===== config.mk =====
export PLATFORM = sky130hd
export DESIGN_NAME = bit_deserializer_flat
export DESIGN_NICKNAME = d
export VERILOG_FILES = /design/src/rtl/bit_deserializer_if.sv /design/src/rtl/bit_deserializer.sv /design/src/flat_wrapper.sv
export SDC_FILE = /design/constraint.sdc
export NUM_CORES = 1
export LEC_CHECK = 0
export ABC_AREA = 1
export BUFFER_PORTS_ARGS = -buffer_cell sky130_fd_sc_hd__clkbuf_2
export CORE_ASPECT_RATIO = 1.75
export CORE_MARGIN = 4
export CORE_UTILIZATION = 60
export CTS_CLUSTER_SIZE = 12
export DETAILED_ROUTE_END_ITERATION = 8
export HOLD_SLACK_MARGIN = 0.15
export PLACE_DENSITY = 0.83
export RECOVER_POWER = 100
export SYNTH_ARGS = -nofsm -noshare
export SYNTH_HDL_FRONTEND = slang
export SYNTH_SLANG_ARGS = --single-unit

===== constraint.sdc =====
create_clock -name CLK -period 2.9 [get_ports CLK]
set_clock_uncertainty 0.1 [all_clocks]
set_input_delay 0 -clock CLK [delete_from_list [all_inputs] [get_ports CLK]]
set_output_delay 0 -clock CLK [all_outputs]
set_load 0.1 [all_outputs]

===== src/rtl/bit_deserializer_if.sv =====
// bit_deserializer_if: bit-stream pop port and word-output rdy/en port bundle
interface bit_deserializer_if #(parameter int WIDTH = 8);
  logic in_rdy;
  logic in_data;
  logic in_en;
  logic out_rdy;
  logic out_en;
  logic flush;
  logic [WIDTH-1:0] out_data;
  logic [$clog2(WIDTH+1)-1:0] out_bits;
  modport slave (input in_rdy, in_data, out_en, flush, output in_en, out_rdy, out_data, out_bits);
  modport master (output in_rdy, in_data, out_en, flush, input in_en, out_rdy, out_data, out_bits);
endinterface


===== src/rtl/bit_deserializer.sv =====
// bit_deserializer: packs LSB-first bits into WIDTH-bit words with flush of partial words
module bit_deserializer #(parameter int WIDTH = 8) (
  input logic CLK,
  input logic RST_N,
  bit_deserializer_if.slave bus
);
  localparam int CW = $clog2(WIDTH);
  localparam int BW = $clog2(WIDTH + 1);
  localparam logic [CW-1:0] LAST = CW'(WIDTH - 1);
  logic [WIDTH-1:0] sh_q, sh_d, sh_w, dat_q, dat_d;
  logic [CW-1:0] cnt_q, cnt_d;
  logic [BW-1:0] bits_q, bits_d;
  logic full_q, full_d, ofree, acc, fl, load;
  assign ofree = !full_q || bus.out_en;
  assign acc = RST_N && bus.in_rdy && !bus.flush && (cnt_q != LAST || ofree);
  assign fl = bus.flush && cnt_q != '0 && ofree;
  assign load = (acc && cnt_q == LAST) || fl;
  assign bus.in_en = acc;
  assign bus.out_rdy = full_q;
  assign bus.out_data = dat_q;
  assign bus.out_bits = bits_q;
  // Next state: insert accepted bit, close a word on the last bit or on flush; sh stays zero above cnt
  always_comb begin
    sh_w = sh_q;
    sh_w[cnt_q] = bus.in_data;
    sh_d = load ? '0 : acc ? sh_w : sh_q;
    cnt_d = load ? '0 : acc ? cnt_q + 1'b1 : cnt_q;
    dat_d = load ? (fl ? sh_q : sh_w) : dat_q;
    bits_d = load ? (fl ? BW'(cnt_q) : BW'(WIDTH)) : bits_q;
    full_d = load || (full_q && !bus.out_en);
  end
  // State registers; reset discards partial and held words
  always_ff @(posedge CLK or negedge RST_N) begin
    if (!RST_N) begin
      sh_q <= '0;
      cnt_q <= '0;
      dat_q <= '0;
      bits_q <= '0;
      full_q <= 1'b0;
    end else begin
      sh_q <= sh_d;
      cnt_q <= cnt_d;
      dat_q <= dat_d;
      bits_q <= bits_d;
      full_q <= full_d;
    end
  end
endmodule


===== src/flat_wrapper.sv =====
// flat-port wrapper written by rule: the top's interface ports become plain ports
module bit_deserializer_flat 
#(parameter int WIDTH = 8)
  (CLK, RST_N, bus_in_rdy, bus_in_data, bus_out_en, bus_flush, bus_in_en, bus_out_rdy, bus_out_data, bus_out_bits);
  bit_deserializer_if #(.WIDTH(WIDTH)) bus_i ();
  input logic CLK;
  input logic RST_N;
  input wire logic [$bits(bus_i.in_rdy)-1:0] bus_in_rdy;
  input wire logic [$bits(bus_i.in_data)-1:0] bus_in_data;
  input wire logic [$bits(bus_i.out_en)-1:0] bus_out_en;
  input wire logic [$bits(bus_i.flush)-1:0] bus_flush;
  output wire logic [$bits(bus_i.in_en)-1:0] bus_in_en;
  output wire logic [$bits(bus_i.out_rdy)-1:0] bus_out_rdy;
  output wire logic [$bits(bus_i.out_data)-1:0] bus_out_data;
  output wire logic [$bits(bus_i.out_bits)-1:0] bus_out_bits;
  assign bus_i.in_rdy = bus_in_rdy;
  assign bus_i.in_data = bus_in_data;
  assign bus_i.out_en = bus_out_en;
  assign bus_i.flush = bus_flush;
  assign bus_in_en = bus_i.in_en;
  assign bus_out_rdy = bus_i.out_rdy;
  assign bus_out_data = bus_i.out_data;
  assign bus_out_bits = bus_i.out_bits;
  bit_deserializer #(.WIDTH(WIDTH)) u_core (.CLK(CLK), .RST_N(RST_N), .bus(bus_i));
endmodule

# [Word-level counts from Yosys, hierarchy flattened]
# Cells that the tools add are included.
[classes] order_cmp=2 mux=9 reduce_logical=17 eq_ne=2 add_sub_neg=1
[op_table] operator="two-way mux 8 bit" n=3
[op_table] operator="bitwise mux 8 bit" n=1
[op_table] operator="logical AND 1 bit" n=8
[op_table] operator="two-way mux 3 bit" n=2
[op_table] operator="logical OR 1 bit" n=4
[op_table] operator="less-than comparator 3 x 4 -> 1 bit (second input constant)" n=1
[op_table] operator="two-way mux 4 bit" n=1
[op_table] operator="adder 3 x 1 -> 3 bit (second input constant)" n=1
[op_table] operator="demux 1 bit (select 3 bit)" n=1
[op_table] operator="equality test 3 bit (second input constant)" n=1
[op_table] operator=">= comparator 3 x 1 -> 1 bit (second input constant)" n=1
[op_table] operator="zero test 1 bit" n=3
[op_table] operator="inequality test 3 bit (second input constant)" n=1
[op_table] operator="nonzero test 3 bit" n=1
[op_table] operator="nonzero test 2 bit" n=1
[op_table] operator="two-way mux 1 bit" n=1
[totals] elab_cells=36 reg_bits=24 in_bits=6

# [Depth between registers and ports, before layout]
[depth] word_depth=7 mapped_depth=10 mapped_depth_nobuf=8

# [Worst setup path after synthesis]
# Ideal clock, no wire load.
[synth_timing] path_kind="flip-flop to flip-flop" from="register u_core.full_q, in the netlist u_core.bus.out_rdy" to="register u_core.dat_q[0], in the netlist u_core.bus.out_data[0]" slack_ns=0.987 arrival_ns=1.693 path_stages_with_launch=8 setup_ns=0.120 period_less_slack_ns=1.913 path_cell_list="dfrtp_1 nand2_2 buf_6 nand3_4 nand2_2 buf_6 nand3_1 nand2_1"
[synth_via] elab_chain_len=6
[synth_lines] element="start, declared" line_no="bit_deserializer.sv:13" source="logic full_q, full_d, ofree, acc, fl, load;"
[synth_lines] element="start signal, assigned" line_no="bit_deserializer.sv:45" source="full_q <= full_d;"
[synth_lines] element="zero test 1 bit (*)" line_no="bit_deserializer.sv:14" source="assign ofree = !full_q || bus.out_en;"
[synth_lines] element="logical OR 1 bit (*)" line_no="bit_deserializer.sv:14"
[synth_lines] element="logical OR 1 bit" line_no="bit_deserializer.sv:15" source="assign acc = RST_N && bus.in_rdy && !bus.flush && (cnt_q != LAST || ofree);"
[synth_lines] element="logical AND 1 bit" line_no="bit_deserializer.sv:15"
[synth_lines] element="logical AND 1 bit" line_no="bit_deserializer.sv:17" source="assign load = (acc && cnt_q == LAST) || fl;"
[synth_lines] element="logical OR 1 bit" line_no="bit_deserializer.sv:17"
[synth_lines] element="end signal, assigned" line_no="bit_deserializer.sv:43" source="dat_q <= dat_d;"
[synth_lines] element="end, declared" line_no="bit_deserializer.sv:10" source="logic [WIDTH-1:0] sh_q, sh_d, sh_w, dat_q, dat_d;"
# Mark *: on every way between the ends. The rest lies on a longest branch, timed or not.
# A chain may end at the register's enable or synchronous reset.

# [Worst setup path in the final report]
[layout_timing] from="input port RST_N" to="register u_core.bits_q[3], in the netlist u_core.bus.out_bits[3]"
[layout_via] elab_chain_len=5
[layout_lines] element="start, declared" line_no="flat_wrapper.sv:7" source="input logic RST_N;"
[layout_lines] element="logical AND 1 bit (3 in a row)" line_no="bit_deserializer.sv:15"
[layout_lines] element="logical AND 1 bit" line_no="bit_deserializer.sv:17"
[layout_lines] element="logical OR 1 bit" line_no="bit_deserializer.sv:17"
[layout_lines] element="end signal, assigned" line_no="bit_deserializer.sv:44" source="bits_q <= bits_d;"
[layout_lines] element="end, declared" line_no="bit_deserializer.sv:12" source="logic [BW-1:0] bits_q, bits_d;"
# No other way between the ends.

==> impl_results.md <==
* Max-slew headroom at the worst pin at 22.1%
* Final worst path period need at 2.67 ns
* Outcome: complete, no violations
* P per Cell Area at between 1000 and 1500 nW/um^2
* Root Buffer: clkbuf_8
* Setup crit start kind: input port
* Worst-skew pair later-pin latency at 0.27 ns
* Number of synthesized register bits at 24
* Initial antenna violation count at 0
* Vias in the first global route at 1341
* GP Congestion at 0.900
* Leading cell type in the layout, fill and taps excluded: nand2_1
* Max IR drop VDD at 0.645 mV
* H-tree Lvls at 1
* Port Buffers at 19
* Part of the Yosys area used for sequential elements at between 40% and 50%
* Post-Syn Area at approximately 1400 um^2
* Clock Sinks at 24
* Per-cell routed wire length at around 16 um
* N_diodes at 0
* Unrepaired setup endpoints after global routing: no
* GRT Overall Usage at between 20% and 30%
* DR vias at 1348
* CP cell instances: dlygate4sd3_1 -> clkbuf_2 -> dlygate4sd3_1 -> buf_8 -> nand2_1 -> nor2_4 -> dlygate4sd3_1 -> nand3_4 -> nand2_4 -> inv_2 -> nand2_1 -> nand2_1
* Worst hold slack at 0.381 ns
* Final nets at about 210
* Most frequent cells in the layout: nand2_1, nand3_1, nand4_1, dfrtp_1, inv_1
* CTS Buffer Depth at 2
* DRC viols at 0
* Post-route ant nets at 0
* P_leak at 0.826 nW
* Top Family by Delay on Critical Path: buffers and inverters
* Post-Syn Area per Cell at 7.85 um^2
* Number of I/O pins at 20
* Max incr delay on CP at about 0.60 ns
* Die width at 44.8 um
* Layout cells sized above 1 at 10.6%
* Filler cells at 191
* TritonCTS clock tree: done
* Worst reg2reg setup slack at 0.66 ns
* Final worst path period share at 92.1%
* Warnings, synthesis at 0
* Final setup viols at 0
* Critical path endpoint category: register
* WS Path Type: input port to register
* Global-route wire length before repair at 5990 um
* Synthesis-to-finish area growth at 12.5%
* Setup_tns at 0 ns
* Drt first pass iters at 4
* Hpwl dp at 2540 um
* Num CTS Buffers at 3
* CP required at around 3.0 ns
* CP Buf/Inv Count at 6
* Syn_nets at 190
* Via-to-Cell Ratio at 6.02
* Core Rows at 23
* Fin. Hold Viols at 0
* Clk slew on worst S/H paths at 0.08 ns
* Hold Path Class: register to register
* Die H at 72.4 um
* Final wirelength at 3570 um
* Final design utilization at 70.3%
* Arrival time worst endpoint at 2.74 ns
* Crit Path Max Fanout at 25
* Die area at 3240 um^2
* MaxCap Viol Count at 0
* Post-Syn Instances at 181
* Final Max Tran Viols at 0
* Largest net degree at the start of global routing at 33
* Grt total ovfl at 0
* Core Region at 2270 um^2
* Worst path slowest cell: dlygate4sd3_1
* Measured slew at the worst slew-check pin at 1.17 ns
* Max Clk Rate at 0.374 GHz
* Synth unique cells at 19
* Initial DRC count at 65
* Initial Utilization at 62.5%
per-stage QoR:
stage          std cells  power (mW)  setup slack [ns]  cell area [um^2]
2_1_floorplan        181        1.50             0.987              1420
3_3_place_gp         213        1.63             0.762              1460
3_5_place_dp         213        1.65             0.662              1460
4_1_cts              224        1.95            0.0754              1600
5_1_grt              224        2.04            0.0611              1600
6_report             224        1.94             0.228              1600
layout make-up:
class                      count  area [um^2]  area share, %
inverter                      20         75.1           4.69
multi-input combinational    124          657           41.1
tap                           25         31.3           1.96
sequential                    24          601           37.6
clock inverter                 1         30.0           1.88
clock buffer                   3         41.3           2.58
timing repair buffer          27          164           10.3
flip-flops by register name (all words and copies together), names as in the netlist:
name                 count
u_core.sh_q              8
u_core.cnt_q             3
u_core.bus.out_data      8
u_core.bus.out_bits      4
u_core.bus.out_rdy       1
worst min-delay path, cell delays in order (launching register included):
cell	delay (ns)
dfrtp_1	0.35
nand2_1	0.05
nand2_1	0.05
power by group:
group          internal [mW]  switching [mW]  total (mW)
clock network          0.185           0.108       0.293
logic                  0.190           0.911        1.10
registers              0.437           0.105       0.543
total                  0.813            1.12        1.94
timing repair:
action | CTS | global route
setup buffers | 0 | 0
gates resized for setup | 0 | 3
endpoints found under the hold margin | 40 | 0
hold buffers | 7 | 0
endpoints found under the setup margin | 0 | 9
logic make-up after synthesis:
group / count (synthesis) / share of synthesized area [%]
AND/OR/NAND/NOR: 117 / 41.5
buffers and inverters: 33 / 11.9
flip-flops: 24 / 42.3
AO/OA/AOI/OAI: 4 / 1.67
adder cells (fa/ha/maj): 3 / 2.64
worst paths after layout:
kind / from / cells after the start / to
worst max-delay path: RST_N / 12 / u_core.bus.out_bits[3]
worst min-delay path: u_core.bus.out_data[6] / 2 / u_core.bus.out_data[6]
worst max register to register: u_core.cnt_q[0] / 8 / u_core.bus.out_bits[3]
worst min register to register: u_core.bus.out_data[6] / 2 / u_core.bus.out_data[6]
max in group asynchronous: RST_N / 4 / u_core.bus.out_data[6]
min in group asynchronous: RST_N / 4 / u_core.sh_q[4]
per-layer routing:
metal	wire length [um]	part of all wire, %	GRT usage [%]
met1	1310	37	28.9
met2	1870	52	41.8
met3	198	5.5	3.97
met4	190	5.3	15.6
met5	0	0	0
synth_stat cells:
cell type	number	share of area (%)
a21oi_1	1	0.35
buf_2	6	2.1
buf_4	2	1.1
buf_6	4	3.2
clkbuf_1	1	0.26
clkinv_1	1	0.26
dfrtp_1	24	42
ha_1	3	2.6
inv_1	16	4.2
inv_2	3	0.79
nand2_1	48	13
nand2_2	3	1.3
nand2_4	1	0.79
nand3_1	33	12
nand3_4	2	2.5
nand4_1	24	11
nor2_1	5	1.3
nor2_4	1	0.79
o22ai_1	3	1.3
(Power assumes the default switching activity.)
